$ cat src/rtl/instr_encoder_if.sv
`default_nettype none
// ============================================================================
// instr_encoder_if : field-bundle input and encoded-word output bus of instr_encoder
// Rev 1.0
// ============================================================================
interface instr_encoder_if #(
  parameter int unsigned ADDR_W = 6,
  parameter int unsigned ERR_W  = 8
) ();

  logic              start;
  logic              in_valid;
  logic              in_ready;
  logic              in_last;
  logic [1:0]        fmt;
  logic [3:0]        aluop;
  logic [4:0]        rs1;
  logic [4:0]        rs2;
  logic [4:0]        rd;
  logic [31:0]       imm;
  logic              out_valid;
  logic              out_ready;
  logic [31:0]       komut;
  logic [ADDR_W-1:0] waddr;
  logic              out_last;
  logic              hata;
  logic [ERR_W-1:0]  err_count;
  logic              busy;
  logic              done;

  modport slave (
    input  start, in_valid, in_last, fmt, aluop, rs1, rs2, rd, imm, out_ready,
    output in_ready, out_valid, komut, waddr, out_last, hata, err_count, busy, done
  );

  modport master (
    output start, in_valid, in_last, fmt, aluop, rs1, rs2, rd, imm, out_ready,
    input  in_ready, out_valid, komut, waddr, out_last, hata, err_count, busy, done
  );

endinterface
`default_nettype wire

$ cat src/rtl/instr_encoder.sv
`default_nettype none
// ============================================================================
// instr_encoder : encodes R/I/U/B field bundles into komut words for program memory
// Rev 1.0
// ============================================================================
module instr_encoder #(
  parameter int unsigned ADDR_W    = 6,
  parameter int unsigned BASE_ADDR = 0,
  parameter int unsigned ERR_W     = 8
) (
  input  wire logic         clk,
  input  wire logic         reset,
  instr_encoder_if.slave    bus
);

  localparam logic [ADDR_W-1:0] C_BASE     = ADDR_W'(BASE_ADDR);
  localparam logic [ADDR_W-1:0] C_ADDR_ONE = ADDR_W'(1);
  localparam logic [ERR_W-1:0]  C_ERR_ONE  = ERR_W'(1);
  localparam logic [ERR_W-1:0]  C_ERR_MAX  = '1;

  localparam logic [1:0] C_FMT_R = 2'd0;
  localparam logic [1:0] C_FMT_I = 2'd1;
  localparam logic [1:0] C_FMT_U = 2'd2;

  localparam logic [6:0] C_OP_R = 7'b0000001;
  localparam logic [6:0] C_OP_I = 7'b0000011;
  localparam logic [6:0] C_OP_U = 7'b0000111;
  localparam logic [6:0] C_OP_B = 7'b0001111;

  typedef enum logic [1:0] {
    S_IDLE  = 2'd0,
    S_RUN   = 2'd1,
    S_DRAIN = 2'd2
  } state_t;

  state_t            state_q,     state_d;
  logic              out_valid_q, out_valid_d;
  logic [31:0]       komut_q,     komut_d;
  logic [ADDR_W-1:0] waddr_q,     waddr_d;
  logic              out_last_q,  out_last_d;
  logic              hata_q,      hata_d;
  logic [ERR_W-1:0]  err_q,       err_d;
  logic              done_q,      done_d;

  logic [31:0] enc_word;
  logic        enc_legal;
  logic        in_ready;
  logic        in_acc;
  logic        out_acc;

  always_comb begin
    enc_word  = '0;
    enc_legal = 1'b1;
    case (bus.fmt)
      C_FMT_R: begin
        enc_word = {1'b0, bus.aluop[3], 5'b0, bus.rs2, bus.rs1,
                    bus.aluop[2:0], bus.rd, C_OP_R};
      end
      C_FMT_I: begin
        enc_word  = {bus.imm[11:0], bus.rs1, bus.aluop[2:0], bus.rd, C_OP_I};
        enc_legal = !bus.aluop[3] && (bus.imm[31:12] == '0);
      end
      C_FMT_U: begin
        enc_word  = {bus.imm[19:0], bus.rd, C_OP_U};
        enc_legal = (bus.imm[31:20] == '0);
      end
      default: begin
        // Branch offsets are halfword aligned, so imm[0] never reaches the word
        enc_word  = {bus.imm[12:6], bus.rs2, bus.rs1, bus.aluop[2:0],
                     bus.imm[5:1], C_OP_B};
        enc_legal = !bus.imm[0] && (bus.imm[31:13] == '0) && !bus.aluop[3];
      end
    endcase
  end

  assign in_ready = (state_q == S_RUN) && (!out_valid_q || bus.out_ready);
  assign in_acc   = bus.in_valid && in_ready;
  assign out_acc  = out_valid_q && bus.out_ready;

  always_comb begin
    state_d     = state_q;
    out_valid_d = out_valid_q;
    komut_d     = komut_q;
    waddr_d     = waddr_q;
    out_last_d  = out_last_q;
    hata_d      = 1'b0;
    err_d       = err_q;
    done_d      = 1'b0;

    if (out_acc) begin
      out_valid_d = 1'b0;
      waddr_d     = waddr_q + C_ADDR_ONE;
    end

    // An accept implies the register is empty or draining this cycle
    if (in_acc) begin
      if (enc_legal) begin
        out_valid_d = 1'b1;
        komut_d     = enc_word;
        out_last_d  = bus.in_last;
      end else begin
        hata_d = 1'b1;
        if (err_q != C_ERR_MAX) begin
          err_d = err_q + C_ERR_ONE;
        end
      end
    end

    case (state_q)
      S_IDLE: begin
        if (bus.start) begin
          state_d = S_RUN;
          waddr_d = C_BASE;
          err_d   = '0;
        end
      end
      S_RUN: begin
        if (in_acc && bus.in_last) begin
          state_d = S_DRAIN;
        end
      end
      S_DRAIN: begin
        if (!out_valid_q || out_acc) begin
          state_d = S_IDLE;
          done_d  = 1'b1;
        end
      end
      default: begin
        state_d = S_IDLE;
      end
    endcase
  end

  always_ff @(posedge clk) begin
    if (reset) begin
      state_q     <= S_IDLE;
      out_valid_q <= 1'b0;
      komut_q     <= '0;
      waddr_q     <= C_BASE;
      out_last_q  <= 1'b0;
      hata_q      <= 1'b0;
      err_q       <= '0;
      done_q      <= 1'b0;
    end else begin
      state_q     <= state_d;
      out_valid_q <= out_valid_d;
      komut_q     <= komut_d;
      waddr_q     <= waddr_d;
      out_last_q  <= out_last_d;
      hata_q      <= hata_d;
      err_q       <= err_d;
      done_q      <= done_d;
    end
  end

  assign bus.in_ready  = in_ready;
  assign bus.out_valid = out_valid_q;
  assign bus.komut     = komut_q;
  assign bus.waddr     = waddr_q;
  assign bus.out_last  = out_last_q;
  assign bus.hata      = hata_q;
  assign bus.err_count = err_q;
  assign bus.busy      = (state_q != S_IDLE);
  assign bus.done      = done_q;

endmodule
`default_nettype wire

$ cat src/flat_wrapper.sv
// flat-port wrapper written by rule: the top's interface ports become plain ports
module instr_encoder_flat 
#(
  parameter int unsigned ADDR_W    = 6,
  parameter int unsigned BASE_ADDR = 0,
  parameter int unsigned ERR_W     = 8
)
  (clk, reset, bus_start, bus_in_valid, bus_in_last, bus_fmt, bus_aluop, bus_rs1, bus_rs2, bus_rd, bus_imm, bus_out_ready, bus_in_ready, bus_out_valid, bus_komut, bus_waddr, bus_out_last, bus_hata, bus_err_count, bus_busy, bus_done);
  instr_encoder_if #(.ADDR_W(ADDR_W), .ERR_W(ERR_W)) bus_i ();
  input  wire logic clk;
  input  wire logic reset;
  input wire logic [$bits(bus_i.start)-1:0] bus_start;
  input wire logic [$bits(bus_i.in_valid)-1:0] bus_in_valid;
  input wire logic [$bits(bus_i.in_last)-1:0] bus_in_last;
  input wire logic [$bits(bus_i.fmt)-1:0] bus_fmt;
  input wire logic [$bits(bus_i.aluop)-1:0] bus_aluop;
  input wire logic [$bits(bus_i.rs1)-1:0] bus_rs1;
  input wire logic [$bits(bus_i.rs2)-1:0] bus_rs2;
  input wire logic [$bits(bus_i.rd)-1:0] bus_rd;
  input wire logic [$bits(bus_i.imm)-1:0] bus_imm;
  input wire logic [$bits(bus_i.out_ready)-1:0] bus_out_ready;
  output wire logic [$bits(bus_i.in_ready)-1:0] bus_in_ready;
  output wire logic [$bits(bus_i.out_valid)-1:0] bus_out_valid;
  output wire logic [$bits(bus_i.komut)-1:0] bus_komut;
  output wire logic [$bits(bus_i.waddr)-1:0] bus_waddr;
  output wire logic [$bits(bus_i.out_last)-1:0] bus_out_last;
  output wire logic [$bits(bus_i.hata)-1:0] bus_hata;
  output wire logic [$bits(bus_i.err_count)-1:0] bus_err_count;
  output wire logic [$bits(bus_i.busy)-1:0] bus_busy;
  output wire logic [$bits(bus_i.done)-1:0] bus_done;
  assign bus_i.start = bus_start;
  assign bus_i.in_valid = bus_in_valid;
  assign bus_i.in_last = bus_in_last;
  assign bus_i.fmt = bus_fmt;
  assign bus_i.aluop = bus_aluop;
  assign bus_i.rs1 = bus_rs1;
  assign bus_i.rs2 = bus_rs2;
  assign bus_i.rd = bus_rd;
  assign bus_i.imm = bus_imm;
  assign bus_i.out_ready = bus_out_ready;
  assign bus_in_ready = bus_i.in_ready;
  assign bus_out_valid = bus_i.out_valid;
  assign bus_komut = bus_i.komut;
  assign bus_waddr = bus_i.waddr;
  assign bus_out_last = bus_i.out_last;
  assign bus_hata = bus_i.hata;
  assign bus_err_count = bus_i.err_count;
  assign bus_busy = bus_i.busy;
  assign bus_done = bus_i.done;
  instr_encoder #(.ADDR_W(ADDR_W), .BASE_ADDR(BASE_ADDR), .ERR_W(ERR_W)) u_core (.clk(clk), .reset(reset), .bus(bus_i));
endmodule
$ cat config.mk
export PLATFORM = sky130hd
export DESIGN_NAME = instr_encoder_flat
export DESIGN_NICKNAME = d
export VERILOG_FILES = /design/src/rtl/instr_encoder_if.sv /design/src/rtl/instr_encoder.sv /design/src/flat_wrapper.sv
export SDC_FILE = /design/constraint.sdc
export NUM_CORES = 1
export LEC_CHECK = 0
export BUFFER_PORTS_ARGS = -buffer_cell sky130_fd_sc_hd__buf_2
export CAP_MARGIN = 20
export CELL_PAD_IN_SITES_DETAIL_PLACEMENT = 1
export CELL_PAD_IN_SITES_GLOBAL_PLACEMENT = 2
export CORE_UTILIZATION = 24
export CTS_BUF_LIST = sky130_fd_sc_hd__clkbuf_4
export CTS_CLUSTER_DIAMETER = 80
export DETAILED_ROUTE_END_ITERATION = 8
export PLACE_DENSITY_LB_ADDON = 0.25
export SLEW_MARGIN = 5
export SYNTH_ARGS = -nofsm -noshare
export SYNTH_HDL_FRONTEND = slang
export SYNTH_SLANG_ARGS = --single-unit
export TNS_END_PERCENT = 50
$ cat constraint.sdc
create_clock -name clk -period 1.8 [get_ports clk]
set_clock_uncertainty 0.1 [all_clocks]
set_input_delay 0.36 -clock clk [delete_from_list [all_inputs] [get_ports clk]]
set_output_delay 0.36 -clock clk [all_outputs]
set_load 0.01 [all_outputs]
Word level (Yosys, flattened, before mapping)
Index checks and enable logic that the tools add are counted.

Add/sub/neg operators: 2. Eq/ne operators: 8. Mux-type cells: 19. Bitwise gates (word level): 2. Reductions and logical operators: 22.

Operator list (number): case mux 32 bit (3 select lines) (1); two-way mux 8 bit (5); logical NOT 20 bit (1); logical NOT 19 bit (1); two-way mux 6 bit (3); logical NOT 12 bit (1); adder 8 x 1 -> 8 bit, second input constant (1); inequality test 8 bit, second input constant (1); logical AND 1 bit (7); adder 6 x 1 -> 6 bit, second input constant (1); two-way mux 2 bit (3); case mux 2 bit (3 select lines) (1); two-way mux 1 bit (5); == test 2 x 1 -> 1 bit, second input constant (2); == test 2 bit, second input constant (2); logical NOT 2 bit (2); inequality test 2 bit, second input constant (2); OR reduction 2 bit (2); logical NOT 1 bit (3); case mux 1 bit (3 select lines) (1); AND reduction 3 bit (1); logical OR 1 bit (2); inequality test 2 x 1 -> 1 bit, second input constant (1); inverter 1 bit (2); other kinds (2) (2).

Register bits: 52. Input bits: 59. Output and inout bits: 52. Word-level logic and storage cells: 61.

Depth between registers and ports, before layout
Gate-level depths: netlist (run 1).

Word-level depth: 8. Gate-level depth with buffers: 7.

Least setup slack after synthesis (run 1)
OpenSTA, ideal clock, no wires.

Path kind: input port to flip-flop. Start point: input bus_fmt[1]. End point: register u_core.err_q[6] (netlist: u_core.bus.err_count[6]). Setup time: 115 ps. Arrival time: 1674 ps. Required time: 1585 ps. Setup slack: -89 ps. Cell stages on the path: 6. Cell sequence: buf_4 > mux2i_1 > a31oi_1 > o21ai_2 > or4b_1 > and3_1.

Cells in the longest elaborated chain, start to end: 6. Elaborated cells on any way between the ends: 8. Classes of those cells: eq/ne (2); mux (5); reduce/logical (1).

Ends and longest elaborated chain: start: declaration (line flat_wrapper.sv:15) `input wire logic [$bits(bus_i.fmt)-1:0] bus_fmt;`; == test 2 bit (tied with other cells) (line instr_encoder.sv:54) `case (bus.fmt)`; case mux 1 bit (3 select lines) * (line instr_encoder.sv:54); two-way mux 8 bit * (line instr_encoder.sv:97) `if (enc_legal) begin`; two-way mux 8 bit * (line instr_encoder.sv:96) `if (in_acc) begin`; two-way mux 8 bit (line instr_encoder.sv:111) `if (bus.start) begin`; two-way mux 8 bit * (line instr_encoder.sv:109) `case (state_q)`; end signal: assignment (line instr_encoder.sv:151) `err_q <= err_d;`; end: declaration (line instr_encoder.sv:42) `logic [ERR_W-1:0] err_q, err_d;`.

Mark *: on every way between the ends. The rest lies on a longest branch, timed or not. A chain may end at the register's enable or synchronous reset.

Worst setup path in the final report (run 1)
Start point: register u_core.out_valid_q (netlist: u_core.bus.out_valid). End point: register u_core.komut_q[18] (netlist: u_core.bus.komut[18]).

Cells in the longest elaborated chain, start to end: 5.

Ends and longest elaborated chain: start: declaration (line instr_encoder.sv:37) `logic out_valid_q, out_valid_d;`; start signal: assignment (line instr_encoder.sv:146) `out_valid_q <= out_valid_d;`; logical NOT 1 bit (line instr_encoder.sv:76) `assign in_ready = (state_q == S_RUN) && (!out_valid_q || bus.out_ready);`; logical OR 1 bit (line instr_encoder.sv:76); logical AND 1 bit (line instr_encoder.sv:76); logical AND 1 bit (line instr_encoder.sv:77) `assign in_acc = bus.in_valid && in_ready;`; AND reduction 2 bit (no line); end signal: assignment (line instr_encoder.sv:147) `komut_q <= komut_d;`; end: declaration (line instr_encoder.sv:38) `logic [31:0] komut_q, komut_d;`.

No other way between the ends.

==> results of run 1 <==
[power breakdown]
part | switching (mW) | internal [mW]
Clock | 0.377 | 0.142
Combinational | 0.194 | 0.172
Sequential | 0.00879 | 1.10
[layout make-up]
| class | count | area, um^2 | area share (%) |
|---|---|---|---|
| repair buffers | 152 | 1010 | 27.8 |
| multi-input cells | 214 | 1410 | 38.9 |
| clock inverters | 2 | 11.3 | 0.310 |
| inverters | 3 | 11.3 | 0.310 |
| clock buffers | 5 | 37.5 | 1.03 |
| well taps | 133 | 166 | 4.58 |
| flip-flops and latches | 49 | 982 | 27.0 |
[synth_stat cells (2+ instances only)]
cell / count
or3_1: 2
o21ai_0: 2
ha_1: 2
xnor2_1: 2
a211oi_1: 12
a311oi_1: 13
inv_1: 3
or4_1: 3
nand2_1: 32
buf_4: 6
o31ai_1: 5
nor2b_1: 6
dfxtp_1: 49
nand2b_1: 2
xor2_1: 3
a21oi_1: 19
o211ai_1: 2
nand3_1: 13
mux2i_1: 19
nor3_1: 2
buf_2: 5
nor4_1: 5
clkbuf_1: 10
and3_1: 2
nor2_1: 50
a31oi_1: 2
[worst max-delay path, delay by kind of cell (launching register included)]
family / cells / cell delay, ns
AOI/OAI and AO/OA: 1 / 0.24
buffers and inverters: 2 / 0.33
DFF: 1 / 0.35
and+or+nand+nor: 4 / 0.77
[cell families (layout without fill, tap and decap cells)]
logic type | Yosys count | after routing
adder cells (fa/ha/maj) | 2 | 2
multiplexers | 21 | 21
other | 1 | 3
AND/OR/NAND/NOR | 124 | 124
XOR/XNOR | 5 | 5
AO/OA/AOI/OAI | 59 | 59
flip-flops | 49 | 49
buffers and inverters | 25 | 162
[through the flow]
step | worst slack [ns] | hold slack (ns) | power [mW]
finish | -0.0541 | 0.136 | 1.99
global route | -0.139 | 0.117 | 2.10
CTS | -0.0558 | 0.120 | 2.02
detailed placement | -0.338 | 0.372 | 1.47
global placement | -0.313 | 0.353 | 1.46
floorplan | -0.0139 | 0.360 | 1.30
[state kept, by name, indices dropped and copies added (netlist names)]
signal	count
u_core.bus.hata	1
u_core.bus.out_last	1
u_core.bus.komut	29
u_core.bus.out_valid	1
u_core.bus.done	1
u_core.state_q	2
u_core.bus.err_count	8
u_core.bus.waddr	6
[path summary, 6_finish.rpt]
check                                          start  depth (start not counted)              endpoint
worst min-delay path                      bus_rs1[0]                          3  u_core.bus.komut[15]
worst max register to register  u_core.bus.out_valid                          7  u_core.bus.komut[18]
worst max-delay path            u_core.bus.out_valid                          7  u_core.bus.komut[18]
worst min register to register  u_core.bus.komut[15]                          2  u_core.bus.komut[15]
[repair_timing]
item / CTS / global route
gates cloned: 1 / 5
resized for setup: 15 / 26
endpoints found under the setup margin: 39 / 40
pin swaps: 9 / 18
setup buffers: 4 / 2
[per-layer routing]
metal,wire (um),vias up,global-route usage [%]
li1,-,1295,-
met1,4010,1270,21.0
met2,4250,67,28.1
met3,397,5,3.01
met4,55,0,3.96
met5,0,-,0
==> flow_summary_export.csv, run 1 <==
group,metric,value,unit
yosys,async_flop_share,0,%
yosys,synth_ff_type,"dfxtp_1",
floorplan,fp.dieW,102,um
yosys,synth-compound-area-share,17.0,%
yosys,yosysTopAreaCell,"dfxtp_1",
placed_design,place_hpwl,6120,um
yosys,syn_inst,286,
cells_and_area,fillCellCount,1216,
cts,ctsLongestPathBuffers,2,
yosys,synth_fa_ha_area_share,1.04,%
floorplan,io_pins,111,
critical_path,worstSetupPathType,"reg2reg",
cts,cts.clk_slew.worst_paths,0.15,ns
sta,hold_viol,0,
global_routing,grt_use_total,16.3,%
yosys,ys_seq_area_share,40.9,%
floorplan,dieArea,10400,um^2
yosys,yosys.area.top_type_share,40.9,%
critical_path,arrival,2.04,ns
drt,viasPerCell,4.73,
cells_and_area,drive_gt1_share,44.7,%
yosys,yosysUniqueCellTypes,41,
sta,rsz0062_at_grt,"yes",
pwr,p_leak,1.61,nW
placed_design,io_buffers,107,
yosys,ys_ff_latch,49,
placed_design,placed_area,3260,um^2
yosys,ys_top_cells_by_area,"dfxtp_1, mux2i_1, nor2_1, nand2_1, a311oi_1",
cells_and_area,diodes,0,
drt,wl_per_cell,15.6,um
cells_and_area,layout_common_cells,"buf_2, dfxtp_1, nor2_1",
cts,ctsHoldBuffers,0,
cells_and_area,design_area,3630,um^2
global_routing,grt_pass1_vias,2601,
run_status,status,"finished, violations left",
critical_path,cp_data_required_time,1.99,ns
placed_design,routabilityCongestion,0.788,
pwr,ir_worst_vdd,0.256,mV
sta,fin_setup_tns,-0.743,ns
drt,drtAntennaViolNets,0,
sta,worst_slack,-0.0541,ns
cts,cts.sinks,49,
cells_and_area,fin_nets,486,
cells_and_area,instances_no_fill,558,
sta,fin_crit_sh,103,%
cts,cts_buffers,5,
critical_path,crit_top_cell,"buf_6",
drt,vias,2637,
drt,dr.pass1.iters,4,
yosys,synth_edf_count,0,
critical_path,endpoint_kind,"register",
floorplan,rows,36,
yosys,avgSynthCellArea,8.39,um^2
sta,max_freq,539,MHz
drt,dr.first_iter.drc_count,64,
floorplan,start_util,24.7,%
floorplan,dieHeight,102,um
placed_design,dp.cells,539,
cts,clk_latency,0.37,ns
floorplan,core-area,9730,um^2
yosys,synth_xor_xnor_area_share,1.83,%
yosys,synthSimpleGateAreaFrac,24.3,%
run_status,violations,"setup timing",
pwr,power.density,549,nW/um^2
sta,min_period,1.85,ns
hold_path,hp-class,"in2reg",
yosys,synthesis.area,2400,um^2
sta,report.final.slew_viol_count,0,
cells_and_area,post-route-util,37.3,%
drt,totalWireLength,8710,um
job,cap_violations,0,
global_routing,grt_max_degree,36,
yosys,muxShareOfSynthArea,9.34,%
critical_path,slowest_delay,0.38,ns
critical_path,critPathMaxFanout,6,
sta,setup_viol,29,
critical_path,rrSetupSlack,-0.05,ns
critical_path,cp_cell_sequence,"nor2b_4 -> and4bb_4 -> nor3b_4 -> buf_6 -> buf_6 -> nor2_2 -> a311oi_1",
cells_and_area,syn_to_final_growth,51.4,%
cts,root_buffer,"clkbuf_4",
critical_path,cp_slowest_cell,"and4bb_4",
global_routing,grt_pass1_wl,13000,um
global_routing,antenna_found_initial,1,
drt,drcViolationCount,0,
global_routing,gr-total-overflow,0,
yosys,synth_top_family_by_area,"simple AND/OR/NAND/NOR gates",
critical_path,start_kind,"register",
yosys,synth_warnings,0,
cells_and_area,final_common_cell,"buf_2",
cts,cts_tree,"done",
cts,htreeDepth,2,
No activity file was read; power rests on OpenSTA's default activity.
==> inputs of run 2 (changes only) <==
--- a/config.mk
+++ b/config.mk
@@ -14,6 +14,7 @@
 export CTS_CLUSTER_DIAMETER = 80
 export DETAILED_ROUTE_END_ITERATION = 8
 export PLACE_DENSITY_LB_ADDON = 0.25
+export SETUP_SLACK_MARGIN = 0.02
 export SLEW_MARGIN = 5
 export SYNTH_ARGS = -nofsm -noshare
 export SYNTH_HDL_FRONTEND = slang
==> run 2 against run 1 <==
Compared with the run above:
- the run still ends with setup timing left
- non-clock buffer count down 2
- worst setup slack better by 0.014 ns
- critical path type unchanged
- die area unchanged
- hold slack worse by 0.0049 ns
- largest power group unchanged
- register-to-register slack about the same
- utilization unchanged
==> flow_summary_export.csv, run 2 (same netlist as run 1, synthesis figures left out) <==
group,metric,value,unit
run_status,status,"finished, violations left",
run_status,violations,"setup timing",
placed_design,place_ws,-0.335,ns
critical_path,endpoint_kind,"register",
pwr,power.density,562,nW/um^2
floorplan,rows,36,
global_routing,grt_max_degree,36,
critical_path,start_kind,"register",
drt,dr.first_iter.drc_count,70,
hold_path,hp-class,"in2reg",
cells_and_area,largest_reg_flops,29,
cells_and_area,fin_nets,484,
critical_path,slowest_delay,0.35,ns
cts,root_buffer,"clkbuf_4",
sta,fin_setup_tns,-0.113,ns
sta,timing.hold.ws,0.131,ns
cells_and_area,final_common_cell,"buf_2",
job,cap_violations,0,
cells_and_area,fillCellCount,1218,
critical_path,cp_slowest_cell,"dfxtp_2",
critical_path,arrival,1.99,ns
pwr,ir_worst_vdd,0.255,mV
sta,max_freq,544,MHz
critical_path,critPathMaxFanout,6,
floorplan,dieHeight,102,um
global_routing,grt_pass1_vias,2668,
sta,worst_slack,-0.0398,ns
floorplan,fp.dieW,102,um
floorplan,core-area,9730,um^2
sta,fin_crit_sh,102,%
floorplan,dieArea,10400,um^2
pwr,p_leak,1.60,nW
sta,min_period,1.84,ns
cts,cts_tree,"done",
floorplan,start_util,24.7,%
cells_and_area,regArea,983,um^2
pwr,total_power,2.04,mW
global_routing,gr-total-overflow,0,
placed_design,dp.cells,539,
cts,ctsHoldBuffers,0,
floorplan,io_pins,111,
sta,hold_viol,0,
placed_design,routabilityCongestion,0.788,
sta,rsz0062_at_grt,"yes",
placed_design,io_buffers,107,
global_routing,grt_pass1_wl,13200,um
critical_path,crit_top_cell,"buf_6",
cells_and_area,syn_to_final_growth,51.4,%
drt,wl_per_cell,15.8,um
drt,totalWireLength,8840,um
cts,cts.clk_slew.worst_paths,0.15,ns
critical_path,cp_data_required_time,1.95,ns
global_routing,antenna_found_initial,1,
drt,drcViolationCount,0,
cells_and_area,design_area,3630,um^2
cells_and_area,drive_gt1_share,44.8,%
sta,setup_viol,10,
drt,vias,2626,
cts,cts.sinks,49,
critical_path,worstSetupPathType,"reg2reg",
cells_and_area,post-route-util,37.3,%
drt,dr.pass1.iters,6,
placed_design,place_hpwl,6130,um
global_routing,grt_use_total,16.4,%
cts,ctsLongestPathBuffers,2,
cts,clk_latency,0.37,ns
cts,htreeDepth,2,
drt,viasPerCell,4.71,
placed_design,placed_area,3260,um^2
cells_and_area,multi_input_area,1410,um^2
cells_and_area,layout_common_cells,"buf_2, dfxtp_1, nor2_1",
sta,report.final.slew_viol_count,0,
drt,drtAntennaViolNets,0,
cts,cts_buffers,5,
cells_and_area,instances_no_fill,558,
critical_path,cp_cell_sequence,"nor2b_4 -> and4bb_4 -> nor3b_4 -> buf_6 -> buf_8 -> clkbuf_16 -> buf_6 -> a211oi_2",
[run 2: cell count changes in the layout (fill, tap and decap cells not counted), sizes merged]
cell	before	now
buf	148	147
clkinvlp	1	0
diode	0	1
inv	3	4
[run 2: path summary, 6_finish.rpt]
check                        from                   end  slack [ns]  cells past startpoint
max reg2reg  u_core.bus.out_valid  u_core.bus.komut[25]       -0.04                      8
min reg2reg   u_core.bus.komut[0]   u_core.bus.komut[0]        0.40                      2
max          u_core.bus.out_valid  u_core.bus.komut[25]       -0.04                      8
min                  bus_aluop[2]  u_core.bus.komut[14]        0.13                      3
[run 2: cell type report]
type	instances	share of cell area, %
Timing Repair Buffer	150	27.5
Tap cell	133	4.58
Inverter	3	0.310
Sequential cell	49	27.1
Antenna cell	1	0.0689
Clock buffer	6	1.24
Clock inverter	2	0.379
Multi-Input combinational cell	214	38.9
[run 2: worst max-delay path, delay by kind of cell (launching register included)]
family	cells	cell delay, ns
buffers and inverters	4	0.57
AO/OA/AOI/OAI	1	0.04
flip-flops	1	0.35
AND/OR/NAND/NOR	3	0.67
[run 2: power by group]
part	internal, mW	total [mW]	switching (mW)	leakage [nW]
sequential	1.10	1.11	0.00815	0.397
clock	0.172	0.563	0.390	0.0361
combinational	0.171	0.369	0.198	1.17
total	1.44	2.04	0.596	1.60
[run 2: routing by layer]
layer,track usage (%),wire (um),vias up
li1,-,-,1294
met1,21.6,4110,1261
met2,28.1,4280,66
met3,3.08,389,5
met4,2.97,58,0
met5,0,0,-
[run 2: timing repair]
action,4_1_cts,5_1_grt
buffers inserted,4,1
cloned,2,3
endpoints found under the setup margin,39,40
pin swaps,20,8
gates resized for setup,19,22
